`config.mk`:
```
export PLATFORM = sky130hd
export DESIGN_NAME = dma_int_event_arbiter
export DESIGN_NICKNAME = d
export VERILOG_FILES = /design/src/rtl/dma_int_event_arbiter_pkg.sv /design/src/rtl/dma_rr_arbiter.sv /design/src/rtl/dma_int_event_arbiter.sv
export SDC_FILE = /design/constraint.sdc
export NUM_CORES = 1
export LEC_CHECK = 0
export ABC_AREA = 1
export CORE_ASPECT_RATIO = 0.8
export CORE_MARGIN = 1.5
export CORE_UTILIZATION = 39
export DETAILED_ROUTE_END_ITERATION = 6
export GPL_TIMING_DRIVEN = 0
export PLACE_DENSITY = 0.75
export SLEW_MARGIN = 20
export SYNTH_ARGS = -nofsm -noshare
export SYNTH_HDL_FRONTEND = slang
export SYNTH_SLANG_ARGS = --single-unit
```
`constraint.sdc`:
```
create_clock -name clock -period 2.9 [get_ports clock]
set_input_delay 0.58 -clock clock [delete_from_list [all_inputs] [get_ports clock]]
set_output_delay 0.58 -clock clock [all_outputs]
set_load 0.02 [all_outputs]
```
`src/rtl/dma_int_event_arbiter_pkg.sv`:
```
// Shared definitions for the DMA interrupt event arbiter.
package dma_int_event_arbiter_pkg;

   localparam int unsigned EVT_W  = 42;
   localparam int unsigned ADDR_W = 32;
   localparam int unsigned NUM_W  = 6;
   localparam int unsigned FLAG_W = 4;

   // Bit positions inside the flags nibble
   localparam int unsigned FLAG_OP_DONE   = 0;
   localparam int unsigned FLAG_WR_ERR    = 1;
   localparam int unsigned FLAG_RD_ERR    = 2;
   localparam int unsigned FLAG_INV_DSCR  = 3;

   // Descriptor numbers above the internal range 0..31
   localparam logic [NUM_W-1:0] DSCR_NUM_EXT    = 6'd32;
   localparam logic [NUM_W-1:0] DSCR_NUM_STREAM = 6'd33;

   typedef enum logic {
      ST_IDLE = 1'b0,
      ST_PUSH = 1'b1
   } state_t;

   typedef struct packed {
      logic [ADDR_W-1:0] addr;
      logic [NUM_W-1:0]  num;
      logic [FLAG_W-1:0] flags;
   } evt_word_t;

endpackage

```
`src/rtl/dma_rr_arbiter.sv`:
```
// Round-robin selector: lowest requesting index at or above ptr, wrapping to 0.
module dma_rr_arbiter
   import dma_int_event_arbiter_pkg::*;
#(
   parameter int unsigned N = 4,
   localparam int unsigned IDX_W = $clog2(N)
) (
   input  logic [N-1:0]     req,
   input  logic [IDX_W-1:0] ptr,
   output logic [N-1:0]     grant,
   output logic [IDX_W-1:0] winner,
   output logic             any
);

   logic found;

   // Scan N positions starting at ptr; first requester seen wins
   always_comb begin : sel
      int unsigned idx;
      grant  = '0;
      winner = '0;
      found  = 1'b0;
      any    = |req;
      for (int unsigned k = 0; k < N; k++) begin
         idx = 32'(ptr) + k;
         if (idx >= N) idx = idx - N;
         if (!found && req[idx]) begin
            found      = 1'b1;
            grant[idx] = 1'b1;
            winner     = IDX_W'(idx);
         end
      end
   end

endmodule

```
`src/rtl/dma_int_event_arbiter.sv`:
```
// Arbitrates per-requester DMA interrupt events into a single event FIFO port.
module dma_int_event_arbiter
   import dma_int_event_arbiter_pkg::*;
#(
   parameter int unsigned NUM_REQ = 4,
   parameter int unsigned EVT_W   = dma_int_event_arbiter_pkg::EVT_W
) (
   input  logic                 clock,
   input  logic                 reset,
   input  logic [NUM_REQ-1:0]   req_valid,
   input  logic [32*NUM_REQ-1:0] req_addr,
   input  logic [6*NUM_REQ-1:0] req_num,
   input  logic [4*NUM_REQ-1:0] req_flags,
   output logic [NUM_REQ-1:0]   req_ack,
   output logic                 evt_valid,
   input  logic                 evt_ready,
   output logic [EVT_W-1:0]     evt_data,
   output logic [15:0]          evt_count,
   output logic                 busy
);

   localparam int unsigned IDX_W = $clog2(NUM_REQ);

   state_t             state, state_nxt;
   logic [IDX_W-1:0]   rr_ptr, ptr_nxt;
   logic [NUM_REQ-1:0] grant, ack_nxt;
   logic [IDX_W-1:0]   winner;
   logic               any;
   logic               valid_nxt;
   logic [EVT_W-1:0]   data_nxt;
   logic [15:0]        cnt_nxt;
   evt_word_t          win_word;

   dma_rr_arbiter #(.N(NUM_REQ)) u_rr (
      .req    (req_valid),
      .ptr    (rr_ptr),
      .grant  (grant),
      .winner (winner),
      .any    (any)
   );

   // Gather the winning requester's slices into one event word
   always_comb begin
      win_word = '0;
      for (int unsigned i = 0; i < NUM_REQ; i++) begin
         if (grant[i]) begin
            win_word.addr  = req_addr[32*i +: 32];
            win_word.num   = req_num[6*i +: 6];
            win_word.flags = req_flags[4*i +: 4];
         end
      end
   end

   // State register
   always_ff @(posedge clock or posedge reset) begin
      if (reset) state <= ST_IDLE;
      else       state <= state_nxt;
   end

   // Next state: arbitrate only in IDLE, leave PUSH on FIFO acceptance
   always_comb begin
      state_nxt = state;
      case (state)
         ST_IDLE: if (any)                    state_nxt = ST_PUSH;
         ST_PUSH: if (evt_valid && evt_ready) state_nxt = ST_IDLE;
         default:                             state_nxt = ST_IDLE;
      endcase
   end

   // Output/datapath next values; everything holds unless an event moves
   always_comb begin
      ack_nxt   = '0;
      valid_nxt = evt_valid;
      data_nxt  = evt_data;
      cnt_nxt   = evt_count;
      ptr_nxt   = rr_ptr;
      case (state)
         ST_IDLE: begin
            if (any) begin
               ack_nxt   = grant;
               valid_nxt = 1'b1;
               data_nxt  = EVT_W'(win_word);
               ptr_nxt   = (32'(winner) == NUM_REQ - 1) ? '0 : winner + IDX_W'(1);
            end
         end
         ST_PUSH: begin
            if (evt_valid && evt_ready) begin
               valid_nxt = 1'b0;
               if (evt_count != 16'hFFFF) cnt_nxt = evt_count + 16'd1;
            end
         end
         default: ;
      endcase
   end

   // Output and pointer registers
   always_ff @(posedge clock or posedge reset) begin
      if (reset) begin
         rr_ptr    <= '0;
         req_ack   <= '0;
         evt_valid <= 1'b0;
         evt_data  <= '0;
         evt_count <= '0;
         busy      <= 1'b0;
      end else begin
         rr_ptr    <= ptr_nxt;
         req_ack   <= ack_nxt;
         evt_valid <= valid_nxt;
         evt_data  <= data_nxt;
         evt_count <= cnt_nxt;
         busy      <= (state_nxt == ST_PUSH);
      end
   end

endmodule

```
==> flow_summary.toml <==
[synthesis]
yosys-top-cells-area = "dfrtp_1 34%, nand2_1 27%, a21oi_1 13%"
synthCells = 779
ys_types = 30
synth_flop_cell = "dfrtp_1"
synth_area_leader_cell = "dfrtp_1"
syn_avg_cell_area_um2 = 6.25
synth_edf_count = 0
ys_ff_latch = 66
netlist_area_mm2 = 0.00487
synth_top_area_share_pct = 33.9
ys_seq_area_share_pct = 33.9
ys_warn_count = 0
async_reset_ff_share_pct = 100
syn_nets = 961

[sta]
finClkSkew_ps = 6.29
tightest_slew_ps = 581
tns_ps = 0
final.min_clock_period_ps = 2670
timing.slew.headroom_pct = 61.3
maxSlewViolCount = 0
period_share_pct = 92.0
setup_viol = 0
hold_viol = 0
fmax_mhz = 375
fin_ws_ps = 232
rsz0062_at_grt = "no"

[critical_path]
end_kind = "flip-flop"
cp.arrival_ps = 2920
rrSetupSlack_ps = 230
critPathKind = "flip-flop to flip-flop"
startpoint_type = "flip-flop"
cp_slowest_cell = "dfrtp_1"
path_cells = "buf_4, inv_2, buf_6, ha_1, inv_1, nand3_1, nand2_1, nor2_2, a21boi_1, nand3_2, buf_2, nand2_1, nand2_1, nand2_1, nand2_1, nand2_1, nand2_1"
crit_path_max_fanout = 12
critical_path_required_ps = 3150
worst_path_most_repeated_cell = "nand2_1"
reg2reg_depth = 17
slowest_delay_ps = 390
r2r-end = "evt_data[2]"
path_delay_family = "simple AND/OR/NAND/NOR gates"
crit_buf_inv = 5

[clock_tree]
clk_pin_slew_ps = 50
cts.htree.levels = 3
postCtsHoldBufs = 0
cts.sinks = 66
numCtsBuffers = 9
insertion_delay_ps = 320
clock-root-buffer = "clkbuf_16"
cts_tree = "done"
clockBufferDepth = 2

[cells_and_area]
syn2layout_area_growth_pct = 59.9
final_cells = 1183
mostFrequentLayoutCells = "346 x nand2_1, 238 x clkdlybuf4s50_1, 127 x a21oi_1, 104 x inv_1, 65 x dfrtp_1"
antenna_cells = 0
layout_commonest_cell = "nand2_1"
fin_nets = 1210
final_cell_area_mm2 = 0.00779
drive_gt1_share_pct = 6.40

[route]
postRouteAntennaNets = 0
wire_per_inst_um = 14.2
dr_total_vias = 5603
first_pass_iters = 5
drt_wl_total_mm = 16.8
vias_per_cell = 4.74
drt-initial-drc-count = 258
drc_errors = 0

[place]
io_buffer_count = 238
dpl-instance-area_mm2 = 0.00747
gp_congestion = 0.909
dpl.hpwl_mm = 12.7
dp_slack_ps = -150
dpl.cell_count = 1170

[min_path]
hold_path_class = "flip-flop to flip-flop"
holdPathStages = 2
hp-start = "evt_data[23]"
worstHoldEndpoint = "evt_data[23]"

[die]
dieArea_mm2 = 0.0132
die_x_um = 128
num_rows = 36
initial_core_util_pct = 40.1
io_pins = 239
coreArea_mm2 = 0.0122
die_h_um = 103

[global_routing]
grt_use_total_pct = 24.9
grt_pass1_vias = 5022
grt_antenna_before_repair = 0
overflow = 0
grt_max_degree = 56
grt_first_pass_wirelength_mm = 25.6

[status]
status = "finished, final reports clean"

[run]
cap_violations = 0

[pwr]
leakage_nw = 4.16
p_total_mw = 9.45
vdd_ir_drop_max_v = 0.000517
powerDensity_mw_per_mm2 = 1210
[flip-flops by register name, summed over array words and instances, names as in the netlist, named ones only]
signal and cells:
req_ack 4, evt_data 42, evt_count 16, busy 1, rr_ptr 1, evt_valid 1
[how the worst max path moves through the flow]
stage                      start            to  slack, ps  cells after the start
CTS                    flip-flop  evt_data[12]        120                     17
global route           flip-flop  evt_data[11]          2                     17
floorplan              flip-flop  evt_data[10]        630                     18
global placement           reset   evt_data[4]       -590                      2
detailed placement  req_valid[0]   evt_data[2]       -150                      9
finish                 flip-flop   evt_data[2]        230                     17
[synthesized netlist by cell type, types with 2 or more instances]
master and n:
nand2_1 346, a21oi_1 127, inv_1 105, dfrtp_1 66, nand3_1 23, buf_2 18, nor2_1 15, xnor2_1 10
buf_4 9, clkbuf_1 8, ha_1 7, o21ai_0 6, buf_6 5, xor2_1 5, inv_2 4, nand3_2 4
nand4_1 4, nor3_1 3, nand2_2 2, nand2_4 2
[where the power goes]
part           switching, mW  leakage [nW]  internal [mW]  total, mW
registers              0.223         0.845           1.26       1.49
logic                   4.23          3.17           2.65       6.88
clock network          0.376         0.147          0.699       1.07
total                   4.83          4.16           4.62       9.45
[through the flow]
| stage | util (%) | hold WS, ps |
|---|---|---|
| finish | 64.0 | 473 |
| global route | 64.0 | 494 |
| CTS | 63.9 | 480 |
| detailed placement | 61.5 | 464 |
| global placement | 61.2 | 461 |
| floorplan | - | 591 |
[cells by family (layout without fill, tap and decap cells)]
logic type | after synthesis | in the layout | share of synthesized area (%)
XOR/XNOR | 15 | 15 | 2.70
AO/OA/AOI/OAI | 138 | 138 | 14.5
adder cells (fa/ha/maj) | 7 | 7 | 1.80
AND/OR/NAND/NOR | 403 | 403 | 33.6
flip-flops | 66 | 66 | 33.9
buffers and inverters | 150 | 402 | 13.5
[layer usage]
| layer | track usage (%) | wire [um] | vias to the layer above |
|---|---|---|---|
| met5 | 0 | 0 | - |
| met4 | 6.48 | 136 | 0 |
| met3 | 5.86 | 1410 | 10 |
| met2 | 41.4 | 7540 | 239 |
| met1 | 33.0 | 7710 | 2462 |
| li1 | - | - | 2892 |
[area by class of cell]
class,instances,area [um2]
Buffer,40,256
Multi-Input combinational cell,563,2570
Clock buffer,11,253
Clock inverter,3,40.0
Timing Repair Buffer,239,2410
Fill cell,1114,4380
Sequential cell,66,1650
Tap cell,152,190
Inverter,109,414
[worst min-delay path, delay by kind of cell (launching register included)]
family	cells	cell delay [ps]
flip-flops	1	340
AND/OR/NAND/NOR	2	100
[what timing repair did]
| item | in CTS | in global routing |
|---|---|---|
| resized for setup | 0 | 8 |
| setup endpoints to repair | 0 | 37 |
| setup buffers | 0 | 0 |
| endpoints found under the hold margin | 0 | 0 |
(Power assumes the default switching activity.)
